==> config.mk <==
export PLATFORM = sky130hd
export DESIGN_NAME = uart_parity
export DESIGN_NICKNAME = d
export VERILOG_FILES = /design/src/rtl/parity_pkg.sv /design/src/rtl/parity_calc.sv /design/src/rtl/uart_parity.sv
export SDC_FILE = /design/constraint.sdc
export NUM_CORES = 1
export LEC_CHECK = 0
export ABC_CLOCK_PERIOD_IN_PS = 800
export CAP_MARGIN = 15
export CORE_AREA = 4 4 41 43
export CTS_CLUSTER_SIZE = 30
export DETAILED_ROUTE_END_ITERATION = 16
export DIE_AREA = 0 0 45 47
export PLACE_DENSITY = 0.64
export SKIP_LAST_GASP = 1
export SLEW_MARGIN = 25
export SYNTH_ARGS = -nofsm -noshare
export SYNTH_HDL_FRONTEND = slang
export SYNTH_SLANG_ARGS = --single-unit
==> constraint.sdc <==
create_clock -name clock -period 0.8 [get_ports clock]
set_input_delay 0.24 -clock clock [delete_from_list [all_inputs] [get_ports clock]]
set_output_delay 0.24 -clock clock [all_outputs]
set_load 0.05 [all_outputs]
==> src/rtl/parity_pkg.sv <==
`default_nettype none
// ============================================================================
//  Module   : parity_pkg
//  Brief    : Shared types and the parity rule for the UART parity block.
//  Revision : 1.0  initial release
// ============================================================================
package parity_pkg;

   // Both 00 and 11 select "no parity"; they must behave the same.
   typedef enum logic [1:0] {
      NOPARITY00 = 2'b00,
      ODD        = 2'b01,
      EVEN       = 2'b10,
      NOPARITY11 = 2'b11
   } parity_type_t;

   // Widest data word the block supports; narrower words are zero-extended,
   // which never changes the XOR reduction.
   localparam int c_max_width = 32;

   // Expected parity bit for a word. The default arm also catches an
   // unknown mode, so an X mode resolves to the idle/mark level.
   function automatic logic parity_expected(input logic [c_max_width-1:0] data,
                                            input parity_type_t            mode);
      logic x;
      x = ^data;
      case (mode)
         ODD:     return ~x;
         EVEN:    return x;
         default: return 1'b1;
      endcase
   endfunction

endpackage : parity_pkg
`default_nettype wire

==> src/rtl/parity_calc.sv <==
`default_nettype none
// ============================================================================
//  Module   : parity_calc
//  Brief    : Combinational parity rule: data + mode -> expected bit, enable.
//  Revision : 1.0  initial release
// ============================================================================
module parity_calc
   import parity_pkg::*;
#(
   parameter int DATA_WIDTH = 8
) (
   input  logic [DATA_WIDTH-1:0] data,
   input  logic [1:0]            mode,
   output logic                  expected,
   output logic                  enabled
);

   logic [c_max_width-1:0] w_data;
   parity_type_t           w_mode;

   // Zero-extend the word, then apply the mode; unknown modes count as no parity.
   always_comb begin
      w_data                 = '0;
      w_data[DATA_WIDTH-1:0] = data;
      w_mode                 = parity_type_t'(mode);
      expected               = parity_expected(w_data, w_mode);
      case (w_mode)
         ODD, EVEN: enabled = 1'b1;
         default:   enabled = 1'b0;
      endcase
   end

endmodule : parity_calc
`default_nettype wire

==> src/rtl/uart_parity.sv <==
`default_nettype none
// ============================================================================
//  Module   : uart_parity
//  Brief    : Registered parity generator/checker for the UART datapath.
//  Revision : 1.0  initial release
// ============================================================================
module uart_parity
   import parity_pkg::*;
#(
   parameter int DATA_WIDTH = 8
) (
   input  logic                  clock,
   input  logic                  reset_n,
   input  logic [DATA_WIDTH-1:0] data_in,
   input  logic [1:0]            parity_type,
   input  logic                  load,
   input  logic                  rx_parity,
   output logic                  parity_bit,
   output logic                  parity_valid,
   output logic                  parity_error,
   output logic                  parity_enabled
);

   logic w_expected;
   logic w_enabled;
   logic w_error;

   logic r_parity_bit;
   logic r_parity_valid;
   logic r_parity_error;
   logic r_parity_enabled;

   parity_calc #(
      .DATA_WIDTH (DATA_WIDTH)
   ) u_calc (
      .data     (data_in),
      .mode     (parity_type),
      .expected (w_expected),
      .enabled  (w_enabled)
   );

   // A mismatch only matters when the new mode actually carries parity.
   always_comb begin
      w_error = w_enabled & (rx_parity != w_expected);
   end

   // Capture results on load; valid is a one-cycle pulse per accepted load.
   always_ff @(posedge clock or negedge reset_n) begin
      if (!reset_n) begin
         r_parity_bit     <= 1'b1;
         r_parity_valid   <= 1'b0;
         r_parity_error   <= 1'b0;
         r_parity_enabled <= 1'b0;
      end else begin
         r_parity_valid <= load;
         if (load) begin
            r_parity_bit     <= w_expected;
            r_parity_error   <= w_error;
            r_parity_enabled <= w_enabled;
         end
      end
   end

   assign parity_bit     = r_parity_bit;
   assign parity_valid   = r_parity_valid;
   assign parity_error   = r_parity_error;
   assign parity_enabled = r_parity_enabled;

   // An unknown mode on a load would silently fall back to no parity.
   a_mode_known : assert property (@(posedge clock) disable iff (!reset_n)
                                   load |-> !$isunknown(parity_type));

endmodule : uart_parity
`default_nettype wire

==> summary.txt, run 1 <==
Synthesis
  – Gate Count Post-Synth: 29
  – Avg Inst Size Synth: 9.923 um2
  – Register area share after synthesis: 35.22%
  – Top cell type by total area after synthesis: dfrtp_1
  – Synth cell types: 16
  – Largest cells by area after synthesis: dfrtp_1 26%, xnor2_1 21%, dfstp_2 9.1%
  – Synth Cell Area: 287.8 um2
  – Yosys warning total: 0
  – Synth Net Count: 45
  – Post-synthesis register bit count: 4
  – Yosys top cell area share: 26.09%

STA
  – Setup violations, final: 7
  – Slew Limit Headroom: 83.04%
  – Least-Margin Pin Slew: 0.2510 ns
  – Clk_skew: 0 ns
  – Max Slew Vio Count: 0
  – FMAX: 0.8639 GHz
  – Endpoints failing hold: 0
  – Setup ws final: -0.3575 ns
  – Fin crit share: 144.7%
  – Final min period: 1.158 ns
  – Unrepaired setup endpoints after global routing: yes

Critical path
  – Worst Reg-to-Reg Cells: 2
  – WP buf/inv: 1
  – Max FO, Critical Path: 2
  – CP endpoint kind: primary output
  – CP delay by family, top: flip-flops
  – FF-to-FF Start: parity_enabled
  – CP max stage delay: 0.54 ns
  – Ordered list of cells on the worst path: buf_12
  – CP Launch Type: register
  – CP Class: reg2out
  – Crit path DAT: 0.92 ns
  – Slowest cell on the critical path: dfstp_2
  – Setup slack, reg-to-reg: -0.12 ns
  – Crit Reg-Reg Endpoint: parity_enabled
  – WP data required: 0.56 ns

Die
  – Die area: 0.002115 mm2
  – Boundary Pins: 18
  – Chip width: 45 um
  – Initial Utilization: 22.12%
  – Core ar.: 0.001301 mm2
  – Row count: 13
  – Die height: 47 um

Global routing
  – Remaining global-route overflow: 0
  – Total Routing Usage GR: 7.729%
  – Initial antenna violation count: 0
  – Vias in the first global route: 275
  – First-pass GRT wire length: 1035 um
  – Pin count of the biggest net entering global routing: 6

Detailed routing
  – DRC: 0
  – Iteration-0 DRC Markers: 0
  – Post-DRT Antenna Nets: 0
  – Final wirelength: 670 um
  – DR WL/cell: 9.853 um
  – Post-DR vias/cell: 4.426
  – Drt first pass iters: 1
  – Routed via count: 301

Placement
  – Placed cells: 63
  – Routability cong.: 0.6936
  – DP Area: 600.6 um2
  – Port bufs: 17
  – Hpwl dp: 570 um

Clock tree
  – Clk_lat worst skew: 0.24 ns
  – Clock buffer depth: 2
  – Cts hold-fix bufs: 0
  – CTS clock-pin slew for the worst setup and hold paths: 0.04 ns
  – Htree depth: 1
  – Clk sink count: 4
  – TritonCTS clock tree: yes
  – Root Driver: clkbuf_4
  – CTS buffer count: 3

Layout
  – Fin nets: 70
  – Fin cells: 68
  – Share of layout cells above drive strength 1: 67.92%
  – Area Growth Syn to Fin: 134.8%
  – Final Cell Area: 675.6 um2
  – Diode count: 0

Run
  – Max_cap viols: 0

Power
  – Total power: 1.157 mW
  – Leakage: 0.3114 nW
  – Worst VDD drop: 0.5281 mV
  – Power density of the placed cells: 1713 mW/mm2

Status
  – Status: complete, but fails checks
  – Failing checks: negative setup slack

Hold path
  – Hold Path Class: in2async
## cells by family after synthesis
family	count (synthesis)	share of synthesized area, %
and+or+nand+nor	8	16.95
adders and majority gates	2	8.694
xor gates and xnor gates	7	21.30
DFF	4	35.22
muxes	2	7.391
AOI/OAI and AO/OA	3	6.522
buffers and inverters	3	3.913
## layout make-up
cell class              instances  area (um2)
repair buffers                 20       245.2
well taps                      15       18.77
fillers                       120       625.6
inverters                       3       18.77
multi-input cells              22       261.5
clock buffers                   4       26.28
flip-flops and latches          4       105.1
## cells in the mapped netlist
cell type	number
dfstp_2	1
nor3_1	2
o21bai_1	1
dfrtp_1	3
nand2b_1	1
nor2_1	1
nand3_1	1
o21ai_0	1
nor4bb_1	2
nand2_1	1
ha_1	2
xnor2_1	7
inv_1	3
a31oi_1	1
mux2_2	1
mux2i_1	1
## state kept, by name (all words and copies together) (netlist names)
name / cells
parity_enabled: 1
parity_bit: 1
parity_error: 1
parity_valid: 1
## repair_timing
| action | 4_1_cts | 5_1_grt |
|---|---|---|
| pin swaps | 13 | 6 |
| gates resized for setup | 54 | 8 |
| setup endpoints to repair | 7 | 7 |
| buffers inserted | 0 | 1 |
## power by group
group	switching (mW)	internal [mW]	total, mW
sequential	0.0355	0.247	0.283
clock	0.0909	0.188	0.279
combinational	0.252	0.344	0.596
## metal layers
metal | vias up | global-route usage [%] | share of wire [%]
li1 | 146 | - | -
met1 | 134 | 6.760 | 31
met2 | 17 | 12.15 | 49
met3 | 4 | 2.682 | 14
met4 | 0 | 10.53 | 6.0
met5 | - | 0 | 0
## stage by stage
| step | setup WS [ns] | hold slack (ns) | setup TNS (ns) | utilization [%] |
|---|---|---|---|---|
| floorplan | -0.2880 | -0.05559 | -0.7603 | - |
| detailed placement | -0.9193 | 0.4553 | -2.886 | 46.15 |
| global placement | -0.9057 | 0.4548 | -2.838 | 46.15 |
| finish | -0.3575 | 0.2038 | -1.549 | 51.92 |
| CTS | -0.3707 | 0.1997 | -1.487 | 48.85 |
| global route | -0.3698 | 0.2176 | -1.745 | 51.92 |
## cell usage in the layout (no fill, tap or decap)
cell             n
ha_4             1
nor2_1           1
dlygate4sd2_1    1
buf_4            2
inv_2            1
o21bai_1         1
nand2_1          1
clkbuf_1         1
buf_8            1
nand3_1          1
inv_8            1
inv_1            1
buf_6            9
mux2i_1          1
nor3_1           2
xnor2_2          6
dfstp_2          1
clkdlybuf4s50_1  1
a31oi_1          1
o21ai_1          1
nor4bb_1         1
buf_2            1
xnor2_4          1
buf_12           4
ha_1             1
dfrtp_2          3
nor4bb_2         1
clkdlybuf4s15_1  1
nand2b_1         1
clkbuf_4         3
mux2_4           1
## worst max-delay path by stage
stage | startpoint | endpoint | depth (start not counted)
2_1_floorplan | data_in[3] | parity_bit | 5
3_3_place_gp | data_in[3] | parity_bit | 6
3_5_place_dp | data_in[3] | parity_bit | 6
4_1_cts | parity_bit | parity_bit | 1
5_1_grt | parity_bit | parity_bit | 1
6_report | parity_bit | parity_bit | 1
Power figures use the tool's default switching activity.
==> inputs of run 2 (changes only) <==
CTS_CLUSTER_DIAMETER = 100   (was not set)
==> results of run 2 <==
Same layout as run 1: the final DEF is identical, and so are final timing and power.
==> inputs of run 3 (changes only) <==
ABC_CLOCK_PERIOD_IN_PS = 1400   (was 800)
PLACE_DENSITY = 0.62   (was 0.64)
clock period = 1.4 ns   (was 0.8 ns; I/O delays follow)
==> summary.txt, run 3 (synthesized netlist as in run 1, its figures left out) <==
Status
  – Status: finished clean

Die
  – Boundary Pins: 18
  – Die area: 0.002115 mm2
  – Die height: 47 um
  – Core ar.: 0.001301 mm2
  – Initial Utilization: 22.12%
  – Row count: 13
  – Chip width: 45 um

STA
  – Fin crit share: 95.40%
  – Setup ws final: 0.06440 ns
  – Endpoints failing hold: 0
  – Slew Limit Headroom: 82.68%
  – Final min period: 1.336 ns
  – Unrepaired setup endpoints after global routing: yes
  – Max Slew Vio Count: 0
  – Setup violations, final: 0
  – Least-Margin Pin Slew: 0.2563 ns
  – FMAX: 0.7487 GHz
  – Clk_skew: 0 ns

Layout
  – Area Growth Syn to Fin: 120.4%
  – Diode count: 0
  – Share of layout cells above drive strength 1: 41.51%
  – Fillers: 131
  – Fin cells: 68
  – Commonest cells after routing, fill and taps aside: 7 x xnor2_2, 5 x clkdlybuf4s15_1, 4 x dlygate4sd2_1, 4 x buf_12
  – Fin nets: 70
  – Most common cell after layout, fill and taps aside: xnor2_2

Power
  – Power density of the placed cells: 987.5 mW/mm2
  – Leakage: 0.3025 nW
  – Worst VDD drop: 0.2521 mV
  – Total power: 0.6265 mW

Critical path
  – CP endpoint kind: primary output
  – Levels on crit path: 1
  – Crit Reg-Reg Endpoint: parity_bit
  – Crit path DAT: 0.92 ns
  – Ordered list of cells on the worst path: buf_12
  – WP data required: 0.98 ns
  – WP buf/inv: 1
  – Crit path from: parity_bit
  – Worst Reg-to-Reg Cells: 2
  – FF-to-FF Start: parity_bit
  – CP Class: reg2out
  – Slowest cell on the critical path: dfstp_2
  – Worst Setup EP: parity_bit
  – CP Launch Type: register
  – Setup slack, reg-to-reg: 0.59 ns
  – CP delay by family, top: flip-flops
  – CP max stage delay: 0.55 ns
  – Max FO, Critical Path: 2

Global routing
  – Initial antenna violation count: 0
  – Pin count of the biggest net entering global routing: 6
  – Remaining global-route overflow: 0
  – First-pass GRT wire length: 862 um
  – Total Routing Usage GR: 6.492%
  – Vias in the first global route: 250

Clock tree
  – Clk_lat worst skew: 0.23 ns
  – TritonCTS clock tree: yes
  – Htree depth: 1
  – Setup bufs post-CTS: 0
  – CTS clock-pin slew for the worst setup and hold paths: 0.04 ns
  – CTS buffer count: 3
  – Root Driver: clkbuf_4
  – Clock buffer depth: 2
  – Clk sink count: 4

Detailed routing
  – Metal3 WL: 66 um
  – Post-DRT Antenna Nets: 0
  – Final wirelength: 678 um
  – Iteration-0 DRC Markers: 3
  – Routed via count: 294
  – Highest Signal Layer: met4
  – Drt first pass iters: 3
  – Post-DR vias/cell: 4.324
  – DR WL/cell: 9.971 um
  – Met2 WL: 326 um
  – Met1 WL: 223 um
  – DRC: 0

Placement
  – DP Worst Slack: -0.4640 ns
  – Hpwl dp: 525.4 um
  – Placed cells: 64
  – Port bufs: 17
  – Routability cong.: 0.6364

Run
  – Max_cap viols: 0

Hold path
  – Hold Path Class: in2async
run 3: cell types whose count changed in the layout (fill, tap and decap cells not counted), moves of 2 or more:
cell             before  now
dlygate4sd2_1         1    4
clkdlybuf4s15_1       1    5
dfrtp_1               0    3
dfrtp_2               3    0
buf_6                 9    0
clkdlybuf4s50_1       1    3
run 3: power breakdown:
| group | internal [mW] | leakage [nW] | total, mW | switching, mW |
|---|---|---|---|---|
| logic | 0.174 | 0.241 | 0.312 | 0.138 |
| registers | 0.139 | 0.0470 | 0.158 | 0.0193 |
| clock network | 0.107 | 0.0150 | 0.157 | 0.0498 |
| total | 0.420 | 0.303 | 0.626 | 0.207 |
run 3: per-stage QoR:
stage	setup TNS [ns]	util [%]	cell area [um2]	hold WS (ns)
floorplan	0	-	287.8	0.1244
global placement	-1.197	41.44	539.3	0.5160
detailed placement	-1.231	41.44	539.3	0.5200
CTS	-0.09045	43.56	566.8	0.3754
global route	-0.01773	48.75	634.4	0.3951
finish	0	48.75	634.4	0.3781
run 3: repair_timing:
item / in CTS / in global routing
resized for setup: 11 / 14
hold buffers: 0 / 0
endpoints found under the setup margin: 3 / 3
pin swaps: 11 / 7
run 3: layout make-up:
class / instances / area [um2] / share of cell area (%)
Inverter: 3 / 11.26 / 1.775
Timing Repair Buffer: 20 / 230.2 / 36.29
Sequential cell: 4 / 101.3 / 15.98
Tap cell: 15 / 18.77 / 2.959
Clock buffer: 4 / 26.28 / 4.142
Multi-Input combinational cell: 22 / 246.5 / 38.86
run 3: worst min-delay path by stage:
stage	from	to	slack, ns	cells after the start
after floorplan	reset_n	parity_enabled	0.12	0
after global placement	parity_bit	parity_bit	0.52	2
after detailed placement	parity_bit	parity_bit	0.52	2
after CTS	reset_n	parity_valid	0.38	1
after global routing	reset_n	parity_valid	0.40	1
final	reset_n	parity_valid	0.38	1
run 3: routing by layer:
layer	track usage [%]	up-vias
li1	-	145
met1	5.492	128
met2	9.322	17
met3	0.3831	4
met4	14.04	0
met5	0	-
==> edit 1: new RTL, flow settings as in run 1 <==
`DATA_WIDTH` is set to 8 in 2 places; all go to 6.
--- a/src/rtl/parity_calc.sv
+++ b/src/rtl/parity_calc.sv
@@ -8,5 +8,5 @@
    import parity_pkg::*;
 #(
-   parameter int DATA_WIDTH = 8
+   parameter int DATA_WIDTH = 6
 ) (
    input  logic [DATA_WIDTH-1:0] data,
--- a/src/rtl/uart_parity.sv
+++ b/src/rtl/uart_parity.sv
@@ -8,5 +8,5 @@
    import parity_pkg::*;
 #(
-   parameter int DATA_WIDTH = 8
+   parameter int DATA_WIDTH = 6
 ) (
    input  logic                  clock,
Interface: changed (resized data_in); port bits go from 18 to 16. No check against the original RTL was run, so the function may have changed too.
==> edit 1 against run 1 <==
The flow still finishes with violations (negative setup slack); synthesized cell count rose by 10%; combinational power rose by 23%; routed wire length rose by 66%; synthesized area rose by 19%; power rose by 11%; via count rose by 20%; sequential cell count did not move; final cell count rose by 16%; cell area rose by 18%; setup slack got worse by 0.13 ns; largest power group unchanged.
==> edit 1: results (changes against run 1) <==
[run_status]
status=finished, violations left  ; unchanged
violations=negative setup slack  ; unchanged

[final_layout]
fill_cells=116  ; was 120

[setup_path]
reg2reg_slack_ns=-0.28  ; was -0.12 ns
critPathMaxStageDelay_ns=0.47  ; was 0.54 ns
r2r_start=parity_error$_DFFE_PN0P_  ; was parity_enabled$_DFFE_PN0P_
slowest_stage=xnor3_2  ; was dfstp_2
r2r_end=parity_error$_DFFE_PN0P_  ; was parity_enabled$_DFFE_PN0P_

[clocking]
post_cts_resized=46  ; was 54
postCtsSetupBuffers=3  ; was 0

[sta]
layout_setup_ws_ns=-0.485  ; was -0.358 ns
finalSetupViolCount=6  ; was 7
tightest_slew_ns=0.190  ; was 0.251 ns
setup_tns_ns=-2.14  ; was -1.55 ns
whs_ns=0.202  ; was 0.204 ns

[placed_design]
postPlaceCellArea_um2=667  ; was 601 um^2
port_buffers=15  ; was 17
dpl.hpwl_um=720  ; was 570 um
placed_cells=71  ; was 63
gp_congestion=0.717  ; was 0.694

[synthesis]
synth_mux_area_share_pct=6.23  ; was 7.39%
synth_adder_area_share_pct=7.33  ; was 8.70%
synth_nets=46  ; was 45
ys_types=22  ; was 16
synth-compound-area-share_pct=13.9  ; was 6.52%

[pwr]
peakVddDrop_uv=769  ; was 528 uV
p_leak_uw=0.000365  ; was 0.000311 uW

[routing]
routed_via_density=4.57  ; was 4.43
routedWlPerCell_um=14.1  ; was 9.85 um

[global_routing]
grt_pass1_vias=404  ; was 275

-- edit 1: cell types whose count changed in the layout (fill, tap and decap cells not counted), moves of 2 or more --
cell,change
inv_1,+4
buf_6,-3
clkbuf_2,+2
buf_4,+7
xor2_4,+2
nor3_1,-2
xnor2_2,-4
-- edit 1: report_power, final --
group / switching [uW] / internal, uW
logic: 311 / 423
clock network: 101 / 188
registers: 25.1 / 239
total: 437 / 850
-- edit 1: cell type report --
type	count	area [um^2]	area share (%)
clock buffer	4	26.3	3.29
multi-input combinational	22	329	41.2
sequential	4	104	13.0
inverter	6	27.5	3.45
timing repair buffer	28	293	36.7
tap	15	18.8	2.35
-- edit 1: per-layer routing --
layer | routed length, um | share of wire [%] | global-route usage (%)
met4 | 48 | 4.3 | 12.3
met5 | 0 | 0 | 0
met3 | 48 | 4.3 | 1.53
met2 | 601 | 54 | 20.6
met1 | 411 | 37 | 12.0
==> edit 2: new RTL, settings of run 1 <==
Made on the original files. Register the output `parity_error` once more, cleared by the reset; this adds one clock of latency there. The other outputs are not delayed to match.
--- a/src/rtl/uart_parity.sv
+++ b/src/rtl/uart_parity.sv
@@ -64,5 +64,11 @@
    assign parity_bit     = r_parity_bit;
    assign parity_valid   = r_parity_valid;
-   assign parity_error   = r_parity_error;
+   always_ff @(posedge clock or negedge reset_n) begin
+      if (!reset_n) begin
+         parity_error <= '0;
+      end else begin
+         parity_error <= r_parity_error;
+      end
+   end
    assign parity_enabled = r_parity_enabled;
 
Formal check against the unedited RTL: not equivalent (a bounded check fails within 4 cycles, from zero or initial values and one cycle with reset_n low).
==> edit 2 against run 1 <==
The flow still finishes with violations (negative setup slack); sequential cell count up 1; power is 8.8% higher; routed wire length rose by 8.5%; setup slack worse by 0.0076 ns; die area is the same; cell area rose by 5.7%; final cell count did not move; synthesized area grew 8.7%.
==> edit 2: results (changes against run 1) <==
[global_routing]
grt_pass1_vias=321  ; was 275
antenna_found_initial=0  ; unchanged
gr-usage-all-layers_pct=7.96  ; was 7.73%
grt_pass1_wl_mm=1.15  ; was 1.04 mm

[final_layout]
nNetsFinal=70  ; unchanged
insertedDiodeCount=0  ; unchanged
fill_cells=126  ; was 120

[synthesis]
synthTopCellsByArea=dfrtp_1 (32%), xnor2_1 (20%), dfstp_2 (8.4%), ha_1 (8.0%), nor4bb_1 (6.4%)  ; was dfrtp_1 (26%), xnor2_1 (21%), dfstp_2 (9.1%), ha_1 (8.7%), nor4bb_1 (7.0%)
ys_seq_area_share_pct=40.4  ; was 35.2%
syn_inst=30  ; was 29
netlist_top_cells_count=xnor2_1 (7), dfrtp_1 (4), inv_1 (3)  ; was xnor2_1 (7), dfrtp_1 (3), inv_1 (3)
synth_nets=46  ; was 45
yosys_warnings=0  ; unchanged

[placed_design]
gp_congestion=0.705  ; was 0.694
postPlaceCellArea_um2=618  ; was 601 um^2
pre_cts_slack_ns=-0.956  ; was -0.919 ns
dpl.hpwl_um=573  ; was 570 um

[setup_path]
r2r_cells=1  ; was 2

[routing]
vias=304  ; was 301
routed_via_density=4.47  ; was 4.43
wl_um=727  ; was 670 um

[pwr]
p_leak_uw=0.000315  ; was 0.000311 uW
p_sw_uw=396  ; was 379 uW
peakVddDrop_uv=700  ; was 528 uV

[clocking]
cts-root-buf=clkbuf_4  ; unchanged
cts_buffers=3  ; unchanged
h-tree-depth=1  ; unchanged
cts_max_path_buffers=2  ; unchanged
path_clk_slew_ns=0.04  ; about the same

[run_status]
status=finished, violations left  ; unchanged
violations=negative setup slack  ; unchanged

[sta]
layout_setup_ws_ns=-0.365  ; was -0.358 ns
finalSetupViolCount=7  ; unchanged
tightest_slew_ns=0.412  ; was 0.251 ns
fin_worst_skew_ns=0.0000673  ; was 0 ns
setup_tns_ns=-1.51  ; was -1.55 ns

[edit 2: stage by stage]
stage	hold WS, ns	util, %
after floorplan	-0.0556	-
after global placement	0.364	47.5
after detailed placement	0.374	47.5
after CTS	0.217	51.6
after global routing	0.233	54.9
final	0.216	54.9
[edit 2: cell type report]
cell class / instances / share of cell area, %
Clock buffer: 4 / 3.68
Sequential cell: 5 / 18.2
Multi-Input combinational cell: 22 / 39.2
Inverter: 3 / 2.63
Tap cell: 15 / 2.63
Timing Repair Buffer: 19 / 33.6
[edit 2: cell families after synthesis]
logic type	synth area share [%]
and+or+nand+nor	15.6
xor gates and xnor gates	19.6
DFF	40.4
AOI/OAI and AO/OA	6.00
buffers and inverters	3.60
muxes	6.80
adders and majority gates	8.00
[edit 2: final timing paths]
check | slack (ns) | from | endpoint
worst max-delay path | -0.37 | parity_bit$_DFFE_PN1P_ | parity_bit
worst min-delay path | 0.22 | reset_n | parity_enabled$_DFFE_PN0P_
worst max register to register | 0 | parity_enabled$_DFFE_PN0P_ | parity_enabled$_DFFE_PN0P_
worst min register to register | 0.38 | r_parity_error$_DFFE_PN0P_ | parity_error$_DFF_PN0_
max in group asynchronous | 0.34 | reset_n | parity_bit$_DFFE_PN1P_
min in group clock | 0.38 | r_parity_error$_DFFE_PN0P_ | parity_error$_DFF_PN0_
[edit 2: power groups by stage]
stage	clock, uW	sequential, uW	combinational (uW)
after global placement	0	350	537
after detailed placement	0	352	540
after global routing	323	351	655
final	286	346	626
after floorplan	0	447	174
after CTS	302	348	578
[edit 2: layer usage]
| layer | vias up | routed length, um | track usage (%) |
|---|---|---|---|
| li1 | 148 | - | - |
| met1 | 138 | 237 | 6.28 |
| met2 | 18 | 390 | 14.4 |
| met3 | 0 | 99 | 3.83 |
| met4 | 0 | 0 | 7.02 |
| met5 | - | 0 | 0 |
[edit 2: what timing repair did]
item                                    CTS  global route
pin swaps                                13             3
setup buffers                             1             0
cloned                                    0             0
endpoints found under the setup margin    7             7
gates resized for setup                  58             6
